`src/rtl/cola_solicitudes_pkg.sv`:
```
// Shared definitions for the elevator call queue: floor codes, destino layout,
// SCAN direction codes and FSM state encodings.
package cola_solicitudes_pkg;

   localparam logic [1:0] PISO_MENOS_UNO = 2'b00;
   localparam logic [1:0] PISO_UNO       = 2'b01;
   localparam logic [1:0] PISO_DOS       = 2'b10;
   localparam logic [1:0] PISO_TRES      = 2'b11;

   localparam int NADA_BIT   = 2;
   localparam int NUM_PISOS  = 4;
   localparam int TIMER_W    = 28;

   typedef enum logic [1:0] {
      DIR_NINGUNA = 2'b00,
      DIR_SUBE    = 2'b01,
      DIR_BAJA    = 2'b10
   } dir_t;

   typedef enum logic [1:0] {
      ESPERA    = 2'b00,
      DESPACHO  = 2'b01,
      SIRVIENDO = 2'b10
   } estado_t;

endpackage

```
`src/rtl/cola_solicitudes_antirrebote.sv`:
```
// One call button: two-flop synchroniser, stability debounce and a single-cycle
// pulse on each accepted rising level.
module cola_solicitudes_antirrebote
   import cola_solicitudes_pkg::*;
#(
   parameter int unsigned DEBOUNCE_CYCLES = 500000
) (
   input  logic clk,
   input  logic rst,
   input  logic boton_i,
   output logic pulso_o
);

   localparam int CNT_W = $clog2(DEBOUNCE_CYCLES + 1);

   logic             sync1_q, sync2_q;
   logic             estable_q, estable_d;
   logic             previo_q;
   logic [CNT_W-1:0] cnt_q, cnt_d;

   always_comb begin
      estable_d = estable_q;
      cnt_d     = '0;
      if (sync2_q != estable_q) begin
         // the level is accepted only after DEBOUNCE_CYCLES consecutive differing samples
         if (cnt_q == CNT_W'(DEBOUNCE_CYCLES - 1)) begin
            estable_d = sync2_q;
         end else begin
            cnt_d = cnt_q + 1'b1;
         end
      end
   end

   always_ff @(posedge clk) begin
      if (rst) begin
         sync1_q   <= 1'b0;
         sync2_q   <= 1'b0;
         estable_q <= 1'b0;
         previo_q  <= 1'b0;
         cnt_q     <= '0;
      end else begin
         sync1_q   <= boton_i;
         sync2_q   <= sync1_q;
         estable_q <= estable_d;
         previo_q  <= estable_q;
         cnt_q     <= cnt_d;
      end
   end

   assign pulso_o = estable_q & ~previo_q;

endmodule

```
`src/rtl/cola_solicitudes.sv`:
```
// Elevator call queue: debounced buttons feed a pending bitmap, a SCAN selector
// picks the next floor and a small FSM issues it to the car controller.
//   state     | meaning
//   ESPERA    | nothing issued, destino = {1,piso}; dispatch when car idle and a call is selectable
//   DESPACHO  | target issued, waiting for ocupado to rise (timeout returns to ESPERA)
//   SIRVIENDO | car moving/serving; retire call when ocupado falls at the target floor
module cola_solicitudes
   import cola_solicitudes_pkg::*;
#(
   parameter int unsigned DEBOUNCE_CYCLES = 500000,
   parameter int unsigned ACK_TIMEOUT     = 200000000
) (
   input  logic                 clk,
   input  logic                 rst,
   input  logic [NUM_PISOS-1:0] boton_i,
   input  logic [1:0]           piso_i,
   input  logic                 ocupado_i,
   output logic [2:0]           destino_o,
   output logic [NUM_PISOS-1:0] pendientes_o,
   output logic                 despachando_o
);

   estado_t              estado_q, estado_d;
   dir_t                 dir_q, dir_d, dir_sel;
   logic [1:0]           objetivo_q, objetivo_d, sel;
   logic [TIMER_W-1:0]   timer_q, timer_d;
   logic [NUM_PISOS-1:0] pend_q, pend_d, pulsos, descarte, borrado;
   logic                 ocupado_q, baja_ocupado, retiro;
   logic                 hay_arriba, hay_abajo, hay_sel;
   logic [1:0]           obj_arriba, obj_abajo;

   for (genvar g = 0; g < NUM_PISOS; g++) begin : g_boton
      cola_solicitudes_antirrebote #(
         .DEBOUNCE_CYCLES(DEBOUNCE_CYCLES)
      ) u_antirrebote (
         .clk    (clk),
         .rst    (rst),
         .boton_i(boton_i[g]),
         .pulso_o(pulsos[g])
      );
   end

   assign baja_ocupado = ocupado_q & ~ocupado_i;

   // descending scan keeps the nearest floor above, ascending keeps the nearest below
   always_comb begin
      hay_arriba = 1'b0;
      obj_arriba = piso_i;
      hay_abajo  = 1'b0;
      obj_abajo  = piso_i;
      for (int i = NUM_PISOS - 1; i >= 0; i--) begin
         if ((3'(i) > {1'b0, piso_i}) && pend_q[i]) begin
            hay_arriba = 1'b1;
            obj_arriba = 2'(i);
         end
      end
      for (int i = 0; i < NUM_PISOS; i++) begin
         if ((3'(i) < {1'b0, piso_i}) && pend_q[i]) begin
            hay_abajo = 1'b1;
            obj_abajo = 2'(i);
         end
      end
   end

   always_comb begin
      hay_sel = 1'b0;
      sel     = piso_i;
      dir_sel = dir_q;
      if (dir_q == DIR_BAJA) begin
         if (hay_abajo) begin
            hay_sel = 1'b1;
            sel     = obj_abajo;
         end else if (hay_arriba) begin
            hay_sel = 1'b1;
            sel     = obj_arriba;
            dir_sel = DIR_SUBE;
         end
      end else begin
         if (hay_arriba) begin
            hay_sel = 1'b1;
            sel     = obj_arriba;
            dir_sel = DIR_SUBE;
         end else if (hay_abajo) begin
            hay_sel = 1'b1;
            sel     = obj_abajo;
            dir_sel = DIR_BAJA;
         end
      end
   end

   always_comb begin
      estado_d   = estado_q;
      objetivo_d = objetivo_q;
      dir_d      = dir_q;
      timer_d    = timer_q;
      retiro     = 1'b0;
      case (estado_q)
         ESPERA: begin
            timer_d = '0;
            if (!ocupado_i && hay_sel) begin
               objetivo_d = sel;
               dir_d      = dir_sel;
               estado_d   = DESPACHO;
            end
         end
         DESPACHO: begin
            if (ocupado_i) begin
               estado_d = SIRVIENDO;
               timer_d  = '0;
            end else if (timer_q >= TIMER_W'(ACK_TIMEOUT - 1)) begin
               estado_d = ESPERA;
               timer_d  = '0;
            end else if (timer_q != '1) begin
               timer_d = timer_q + 1'b1;
            end
         end
         SIRVIENDO: begin
            if (baja_ocupado) begin
               estado_d = ESPERA;
               retiro   = (piso_i == objetivo_q);
            end
         end
         default: estado_d = ESPERA;
      endcase
   end

   // a press at the floor where the idle car already stands is meaningless
   assign descarte = (estado_q == ESPERA && !ocupado_i) ? (4'b0001 << piso_i) : 4'b0000;
   assign borrado  = retiro ? (4'b0001 << objetivo_q) : 4'b0000;
   assign pend_d   = (pend_q | (pulsos & ~descarte)) & ~borrado;

   always_ff @(posedge clk) begin
      if (rst) begin
         estado_q   <= ESPERA;
         dir_q      <= DIR_SUBE;
         objetivo_q <= PISO_MENOS_UNO;
         timer_q    <= '0;
         pend_q     <= '0;
         ocupado_q  <= 1'b0;
      end else begin
         estado_q   <= estado_d;
         dir_q      <= dir_d;
         objetivo_q <= objetivo_d;
         timer_q    <= timer_d;
         pend_q     <= pend_d;
         ocupado_q  <= ocupado_i;
      end
   end

   always_comb begin
      destino_o           = {1'b0, objetivo_q};
      destino_o[NADA_BIT] = 1'b0;
      if (estado_q == ESPERA) begin
         destino_o           = {1'b0, piso_i};
         destino_o[NADA_BIT] = 1'b1;
      end
   end

   assign pendientes_o  = pend_q;
   assign despachando_o = (estado_q != ESPERA);

endmodule
```
`config.mk`:
```
export PLATFORM = sky130hd
export DESIGN_NAME = cola_solicitudes
export DESIGN_NICKNAME = d
export VERILOG_FILES = /design/src/rtl/cola_solicitudes_pkg.sv /design/src/rtl/cola_solicitudes_antirrebote.sv /design/src/rtl/cola_solicitudes.sv
export SDC_FILE = /design/constraint.sdc
export NUM_CORES = 1
export LEC_CHECK = 0
export ABC_CLOCK_PERIOD_IN_PS = 2700
export CAP_MARGIN = 0
export CORE_MARGIN = 8
export CORE_UTILIZATION = 54
export DETAILED_ROUTE_END_ITERATION = 12
export PLACE_DENSITY = 0.71
export SYNTH_ARGS = -nofsm -noshare
export SYNTH_HDL_FRONTEND = slang
export SYNTH_SLANG_ARGS = --single-unit
```
`constraint.sdc`:
```
create_clock -name clk -period 2.7 [get_ports clk]
set_input_delay 0.54 -clock clk [delete_from_list [all_inputs] [get_ports clk]]
set_output_delay 0.54 -clock clk [all_outputs]
set_load 0.01 [all_outputs]
```
Word-level counts from Yosys, hierarchy flattened
Cells that the tools add are included.
W data, S select, Z words.
{"block": "word_totals", "regBits": 131, "inputBits": 9, "output_inout_bits": 8}
{"block": "classes", "addsub": 5, "order_cmp": 7, "n_eq_ne": 19, "shift": 2, "n_mux": 41, "bitwise_logic": 19, "reduce_logical": 25}
{"operator": "$mux W28", "n": 3}
{"operator": "$add A19 B1 Y19 const B", "n": 4}
{"operator": "$eq A19 B19 Y1 const B", "n": 4}
{"operator": "$pmux W28 S2", "n": 1}
{"operator": "$mux W2", "n": 20}
{"operator": "$add A28 B1 Y28 const B", "n": 1}
{"operator": "$ge A28 B28 Y1 const B", "n": 1}
{"operator": "$ne A28 B28 Y1 const B", "n": 1}
{"operator": "$mux W1", "n": 13}
{"operator": "$reduce_and A2 Y1", "n": 6}
{"operator": "$reduce_or A3 Y1", "n": 4}
{"operator": "$not A1 Y1", "n": 9}
{"operator": "$and A4 B4 Y4", "n": 2}
{"operator": "$logic_and A1 B1 Y1", "n": 8}
{"operator": "$mux W4", "n": 2}
{"operator": "$ne A2 B2 Y1 const B", "n": 4}
{"operator": "$not A4 Y4", "n": 2}
{"operator": "$shl A1 B2 Y4 const A", "n": 2}
{"operator": "$pmux W2 S3", "n": 1}
{"operator": "$reduce_bool A2 Y1", "n": 3}
{"operator": "$and A1 B1 Y1", "n": 5}
{"operator": "$reduce_and A5 Y1", "n": 1}
{"operator": "$eq A2 B2 Y1 const B", "n": 2}
{"operator": "$gt A2 B2 Y1 const A", "n": 2}
{"operator": "13 further kinds", "n": 17}

Depth between registers and ports, before layout
{"block": "depth", "word_depth": 11, "depth_mapped": 8}

Modules after synthesis
From an unflattened synthesis, not the netlist that was laid out.
{"block": "hier_totals", "cells_unflattened": 724, "hier_area_um2": 6247.2}
{"module": "cola_solicitudes_antirrebote", "n_inst": 4, "cells_each": 109, "area_per_inst_um2": 999.7, "seq_area_each_um2": 460.4}
{"module": "cola_solicitudes", "n_inst": 1, "cells_each": 288, "area_per_inst_um2": 2248.4, "seq_area_each_um2": 780.7}

Least setup slack after synthesis
OpenSTA, ideal clock, no wires.
{"block": "synth_path", "path_kind": "flip-flop to flip-flop", "startpoint": "register g_boton[1].u_antirrebote.cnt_q[12]", "endpoint": "register g_boton[1].u_antirrebote.cnt_q[14]", "t_arrival_ns": 1.850, "required_time_ns": 2.585, "setup_slack_ns": 0.736, "path_stages_with_launch": 8, "path_buffers": 2, "period_less_slack_ns": 1.964, "cell_sequence": "dfxtp_1 > or4b_1 > or3_1 > nor4_2 > or3_1 > buf_6 > buf_12 > nor2_1"}
{"block": "synth_via", "elab_chain_cells": 2, "word_cells_on_any_way": 3, "cone_classes": "add/sub: 1; eq/ne: 1; reduce/logical: 1"}
{"item": "from (decl)", "line": "cola_solicitudes_antirrebote.sv:19", "rtl": "logic [CNT_W-1:0] cnt_q, cnt_d;"}
{"item": "from (signal assigned)", "line": "cola_solicitudes_antirrebote.sv:46", "rtl": "cnt_q <= cnt_d;"}
{"item": "parallel branches: the longest is 2 deep, another holds $add A19 B1 Y19"}
Parallel ways; which one is timed is not known.
A chain may end at the register's enable or synchronous reset.

Final worst setup path
{"block": "layout_path", "startpoint": "register estado_q[0]", "endpoint": "output port destino_o[1]"}
{"block": "layout_via", "elab_chain_cells": 2}
{"item": "from (decl)", "line": "cola_solicitudes.sv:23", "rtl": "estado_t estado_q, estado_d;"}
{"item": "from (signal assigned)", "line": "cola_solicitudes.sv:141", "rtl": "estado_q <= estado_d;"}
{"item": "$logic_not A2 Y1", "line": "cola_solicitudes.sv:153", "rtl": "if (estado_q == ESPERA) begin"}
{"item": "$mux W3", "line": "cola_solicitudes.sv:153"}
{"item": "to (decl)", "line": "cola_solicitudes.sv:18", "rtl": "output logic [2:0] destino_o,"}
Every way passes these cells.

==> flow_metrics.tcl <==
set metrics [dict create \
    first_global_vias 4611 \
    io_buffers 16 \
    worst-slew-pin-transition_ns 0.779 \
    fill_cells 923 \
    skew_ns 0.00672 \
    ys.flop_type "dfxtp_1" \
    fin_nets 748 \
    syn_area_um2 5980 \
    avgRoutedWirePerCell_um 13.4 \
    synth_cells 713 \
    hpwlAfterDp_mm 8.08 \
    syn_to_final_growth_pct 15.7 \
    power_frac_clock_pct 53.6 \
    die_area_um2 14700 \
    peakVddDrop_mv 0.723 \
    synthSimpleGateAreaFrac_pct 29.2 \
    switchingPower_mw 0.876 \
    numCtsBuffers 17 \
    stdcell_area_um2 6920 \
    clkTransAtPathRegs_ns 0.06 \
    swShare_pct 20.2 \
    viasPerCell 5.56 \
    ios 17 \
    ys_top_cells_by_area "dfxtp_1 44%, nor2_1 7.7%, xor2_1 6.6%" \
    cts_buffer_depth 2 \
    drv_slew 0 \
    wl_mm 11.9 \
    critPathSlowestCell "clkdlybuf4s50_1" \
    syn_avg_cell_area_um2 8.39 \
    async_reset_ff_share_pct 0 \
    fin_setup_tns_ns 0 \
    place_inst 855 \
    rr_startpoint "g_boton[1].u_antirrebote.cnt_q[12]" \
    slew_headroom_pct 47.6 \
    setup_viol_count_final 0 \
    power_leakage_nw 2.21 \
    die_w_um 121 \
    synth_edf_count 0 \
    cp-start-kind "flop" \
    rr_worst_depth 5 \
    clock_sinks 131 \
    cts_root_buf "clkbuf_8" \
    gp_congestion 0.814 \
    synth_fp_nets 727 \
    fin_crit_ns 2.54 \
    powerDensity_nw_per_um2 627 \
    timing.fmax_mhz 394 \
    drc 0 \
    status "completed" \
    cts_tree "yes" \
    final_cell_mix "131 x dfxtp_1, 121 x nor2_1, 56 x nand2_1, 56 x nand3_1, 45 x xor2_1" \
    cp-endpoint "destino_o[1]" \
    layout.cells.non_filler 887 \
    overflow 0 \
    synth-seq-cells 131 \
    drive_above_1_share_pct 6.96 \
    place_area_um2 6310 \
    cp-end-kind "primary output" \
    synth_top_family_by_area "simple AND/OR/NAND/NOR gates" \
    antenna_found_initial 0 \
    route.vias.total 4928 \
    coreArea_um2 10800 \
    reg2reg_setup_slack_ns 0.39 \
    die_y_um 121 \
    synth_compound_area_share_pct 8.87 \
    postCtsSetupBuffers 0 \
    r2r_end "g_boton[1].u_antirrebote.cnt_q[5]" \
    synthAdderAreaFrac_pct 1.05 \
    seqPwrFrac_pct 44.8 \
    grt_max_degree 30 \
    arrival_ns 2.00 \
    final_common_cell "dfxtp_1" \
    finalHoldViolations 0 \
    ys_warn_count 0 \
    worstPathCellList "nor2_2 > inv_1 > o21ai_0 > clkdlybuf4s50_1" \
    comb_power_share_pct 1.5 \
    track_usage_pct 17.0 \
    cts.htree.levels 4 \
    drtIter0Drc 396 \
    p_int_mw 3.47 \
    firstDrtPassIters 5 \
    ys_seq_area_share_pct 43.8 \
    cp.required_ns 2.16 \
    insertion_delay_ns 0.52 \
    slowest_delay_ns 0.56 \
    synth_largest_area_cell "dfxtp_1" \
    synth_cell_types 57 \
    grt_pass1_wl_mm 20.6 \
    layout_worst_path_cycle_share_pct 94.0 \
    synth_top_area_share_pct 43.8 \
    initial_core_util_pct 55.2 \
    rsz0062_at_grt "no" \
    postRouteAntennaNets 0 \
    hold_class "reg2reg" \
    crit_path_start "estado_q[0]" \
    maxCapViolations 0 \
    rows 38 \
    crit_fanout 5 \
    n_antenna_cell 0 \
    synth_xor_area_share_pct 11.3 \
    crit_type "reg2out" \
    synth.area.mux_share_pct 1.51 \
]
worst min-delay path by stage:
stage,startpoint,endpoint,slack [ns],cells past startpoint
after detailed placement,g_boton[1].u_antirrebote.sync1_q,g_boton[1].u_antirrebote.sync2_q,0.43,1
final,g_boton[2].u_antirrebote.sync1_q,g_boton[2].u_antirrebote.sync2_q,0.45,1
after CTS,g_boton[2].u_antirrebote.sync1_q,g_boton[2].u_antirrebote.sync2_q,0.45,1
after floorplan,g_boton[0].u_antirrebote.sync1_q,g_boton[0].u_antirrebote.sync2_q,0.41,1
after global routing,g_boton[2].u_antirrebote.sync1_q,g_boton[2].u_antirrebote.sync2_q,0.47,1
after global placement,g_boton[2].u_antirrebote.sync1_q,g_boton[2].u_antirrebote.sync2_q,0.42,1
flip-flops by register name, summed over array words and instances, names as in the netlist:
name and cells:
g_boton.u_antirrebote.cnt_q 76, g_boton.u_antirrebote.estable_q 4, pendientes_o 4, timer_q 28
dir_q 2, objetivo_q 2, estado_q 2, g_boton.u_antirrebote.sync2_q 4
g_boton.u_antirrebote.previo_q 4, ocupado_q 1, g_boton.u_antirrebote.sync1_q 4
worst max-delay path: cells and delay by family (launching register included):
| family | cells | cell delay, ns |
|---|---|---|
| flops | 1 | 0.36 |
| buf+inv | 2 | 0.70 |
| compound gates | 1 | 0.18 |
| simple gates | 1 | 0.24 |
logic make-up after synthesis:
logic type | Yosys count
multiplexers | 9
buffers and inverters | 59
AO/OA/AOI/OAI | 78
XOR/XNOR | 77
AND/OR/NAND/NOR | 354
flip-flops | 131
adder cells (fa/ha/maj) | 5
stage by stage:
step	setup slack, ns	util (%)	power [mW]	hold WS, ns
3_5_place_dp	0.261	58.3	2.06	0.433
2_1_floorplan	0.736	-	2.02	0.414
3_3_place_gp	0.293	58.3	2.05	0.420
4_1_cts	0.00619	63.8	4.39	0.454
6_report	0.162	63.9	4.34	0.450
5_1_grt	0.0568	63.9	4.49	0.471
power groups by stage:
| stage | Sequential (mW) | Combinational (mW) | Clock [mW] |
|---|---|---|---|
| finish | 1.95 | 0.0671 | 2.33 |
| floorplan | 1.99 | 0.0377 | 0 |
| global route | 1.95 | 0.0749 | 2.47 |
| CTS | 1.95 | 0.0682 | 2.37 |
| detailed placement | 1.99 | 0.0678 | 0 |
| global placement | 1.99 | 0.0672 | 0 |
Yosys cell counts (4+ instances only):
cell type	count
a31oi_1	18
xnor2_1	32
and2_1	4
nor2_1	122
xor2_1	45
nand3_1	56
clkbuf_1	19
or3_1	7
nand4_1	33
o22ai_1	4
nor2b_1	16
a21oi_1	9
inv_1	32
mux2i_1	9
buf_2	4
and3_1	10
nor4b_1	6
a311oi_1	4
and4_1	9
o21ai_0	13
nor4_1	9
nand2_1	56
ha_1	5
dfxtp_1	131
nor3_1	11
metal layers:
metal	GRT usage, %	vias to the layer above	routed length (um)
li1	-	2528	-
met1	21.0	2289	5680
met2	26.5	90	5380
met3	5.82	21	600
met4	7.02	0	210
met5	0	-	0
layout make-up:
class,count,area [um^2],area share [%]
inverter,32,120,1.74
tap,140,175,2.53
clock buffer,18,418,6.04
sequential,131,2620,37.9
timing repair buffer,29,283,4.08
clock inverter,14,188,2.71
multi-input combinational,523,3120,45.0
repair_timing:
action / in CTS / in global routing
setup endpoints to repair: 0 / 1
hold buffers: 0 / 0
resized for setup: 0 / 1
No activity file was read; power rests on OpenSTA's default activity.
==> RTL edit, RTL diff (config.mk and constraints unchanged) <==
Encoding of `dir_t`: now one-hot (3 bits for 3 values).
--- a/src/rtl/cola_solicitudes_pkg.sv
+++ b/src/rtl/cola_solicitudes_pkg.sv
@@ -12,8 +12,8 @@
    localparam int TIMER_W    = 28;
 
-   typedef enum logic [1:0] {
-      DIR_NINGUNA = 2'b00,
-      DIR_SUBE    = 2'b01,
-      DIR_BAJA    = 2'b10
+   typedef enum logic [2:0] {
+      DIR_NINGUNA = 3'b001,
+      DIR_SUBE    = 3'b010,
+      DIR_BAJA    = 3'b100
    } dir_t;
 
Formal check against the unedited RTL: same outputs for any inputs over 10 cycles, from zero or initial values and one cycle with rst high; not proved beyond that.
==> RTL edit against the original RTL <==
- global-route usage rose by 1.5 points
- routed wire length grew 8.4%
- sequential cell count stayed put
- sequential share of layout area decreased by 0.28 points
- total power down 2.7%
- clock skew about the same
- design area grew 0.74%
- worst setup slack got worse by 0.058 ns
- synthesized area increased by 2.3%
- critical endpoint unchanged
- largest cell class unchanged
- largest power group unchanged
==> RTL edit: results (changes against the original RTL) <==
drt:
  drt-met1-wl_mm: 5.81  # was 5.68 mm
  vias: 5161  # was 4928
  wl_per_cell_um: 14.3  # was 13.4 µm
global_route:
  grt_pass1_vias: 5030  # was 4611
  gr-usage-all-layers_pct: 18.5  # was 17.0%
cells_and_area:
  clock_buffers: 19  # was 18
  inv_count: 30  # was 32
  clkCellAreaFrac_pct: 8.07  # was 8.75%
  seq_area_share_pct: 37.6  # was 37.9%
  multi_input_area_mm2: 0.00322  # was 0.00312 mm²
  final-nonclk-buf-share_pct: 3.88  # was 4.08%
clock_network:
  clk_latency_ns: 0.41  # was 0.52 ns
  root_buffer: "clkbuf_16"  # was clkbuf_8
synthesis:
  synth.area.top_cells: "dfxtp_1 43%, nor2_1 7.2%, xnor2_1 6.4%"  # was dfxtp_1 44%, nor2_1 7.7%, xor2_1 6.6%
  synth_commonest_cells: "131 x dfxtp_1, 117 x nor2_1, 53 x nand2_1, 51 x nand3_1, 45 x xnor2_1"  # was 131 x dfxtp_1, 122 x nor2_1, 56 x nand2_1, 56 x nand3_1, 45 x xor2_1
  syn_avg_cell_area_um2: 8.45  # was 8.39 µm²
  synthAdderAreaFrac_pct: 1.02  # was 1.05%
  syn_area_mm2: 0.00612  # was 0.00598 mm²
status:
  outcome: "completed"  # unchanged
worst_setup_path:
  cp_slowest_stage_delay_ns: 0.70  # was 0.56 ns
  crit_path_max_fanout: 12  # was 5
pwr:
  pg_clk_mw: 2.15  # was 2.33 mW
  combinationalPowerShare_pct: 2.7  # was 1.5%
  swShare_pct: 21.7  # was 20.2%
placed_design:
  dp_hpwl_mm: 8.81  # was 8.08 mm
  placed_cells: 866  # was 855
## RTL edit: stage by stage
| step | setup slack [ns] | hold slack, ns | total power [mW] |
|---|---|---|---|
| finish | 0.104 | 0.431 | 4.22 |
| global route | 0.0364 | 0.449 | 4.36 |
| CTS | 0.106 | 0.437 | 4.26 |
| detailed placement | 0.121 | 0.422 | 2.11 |
| global placement | 0.128 | 0.418 | 2.11 |
| floorplan | 0.411 | 0.413 | 2.06 |
## RTL edit: worst paths after layout
check	startpoint	end	slack [ns]
max	piso_i[1]	destino_o[1]	0.10
min	g_boton[2].u_antirrebote.sync1_q	g_boton[2].u_antirrebote.sync2_q	0.43
max reg2reg	timer_q[0]	timer_q[24]	0.18
min reg2reg	g_boton[2].u_antirrebote.sync1_q	g_boton[2].u_antirrebote.sync2_q	0.43
## RTL edit: routing by layer
layer,vias to the layer above,global-route usage [%]
li1,2597,-
met1,2441,22.0
met2,112,31.5
met3,11,4.83
met4,0,6.93
met5,-,0
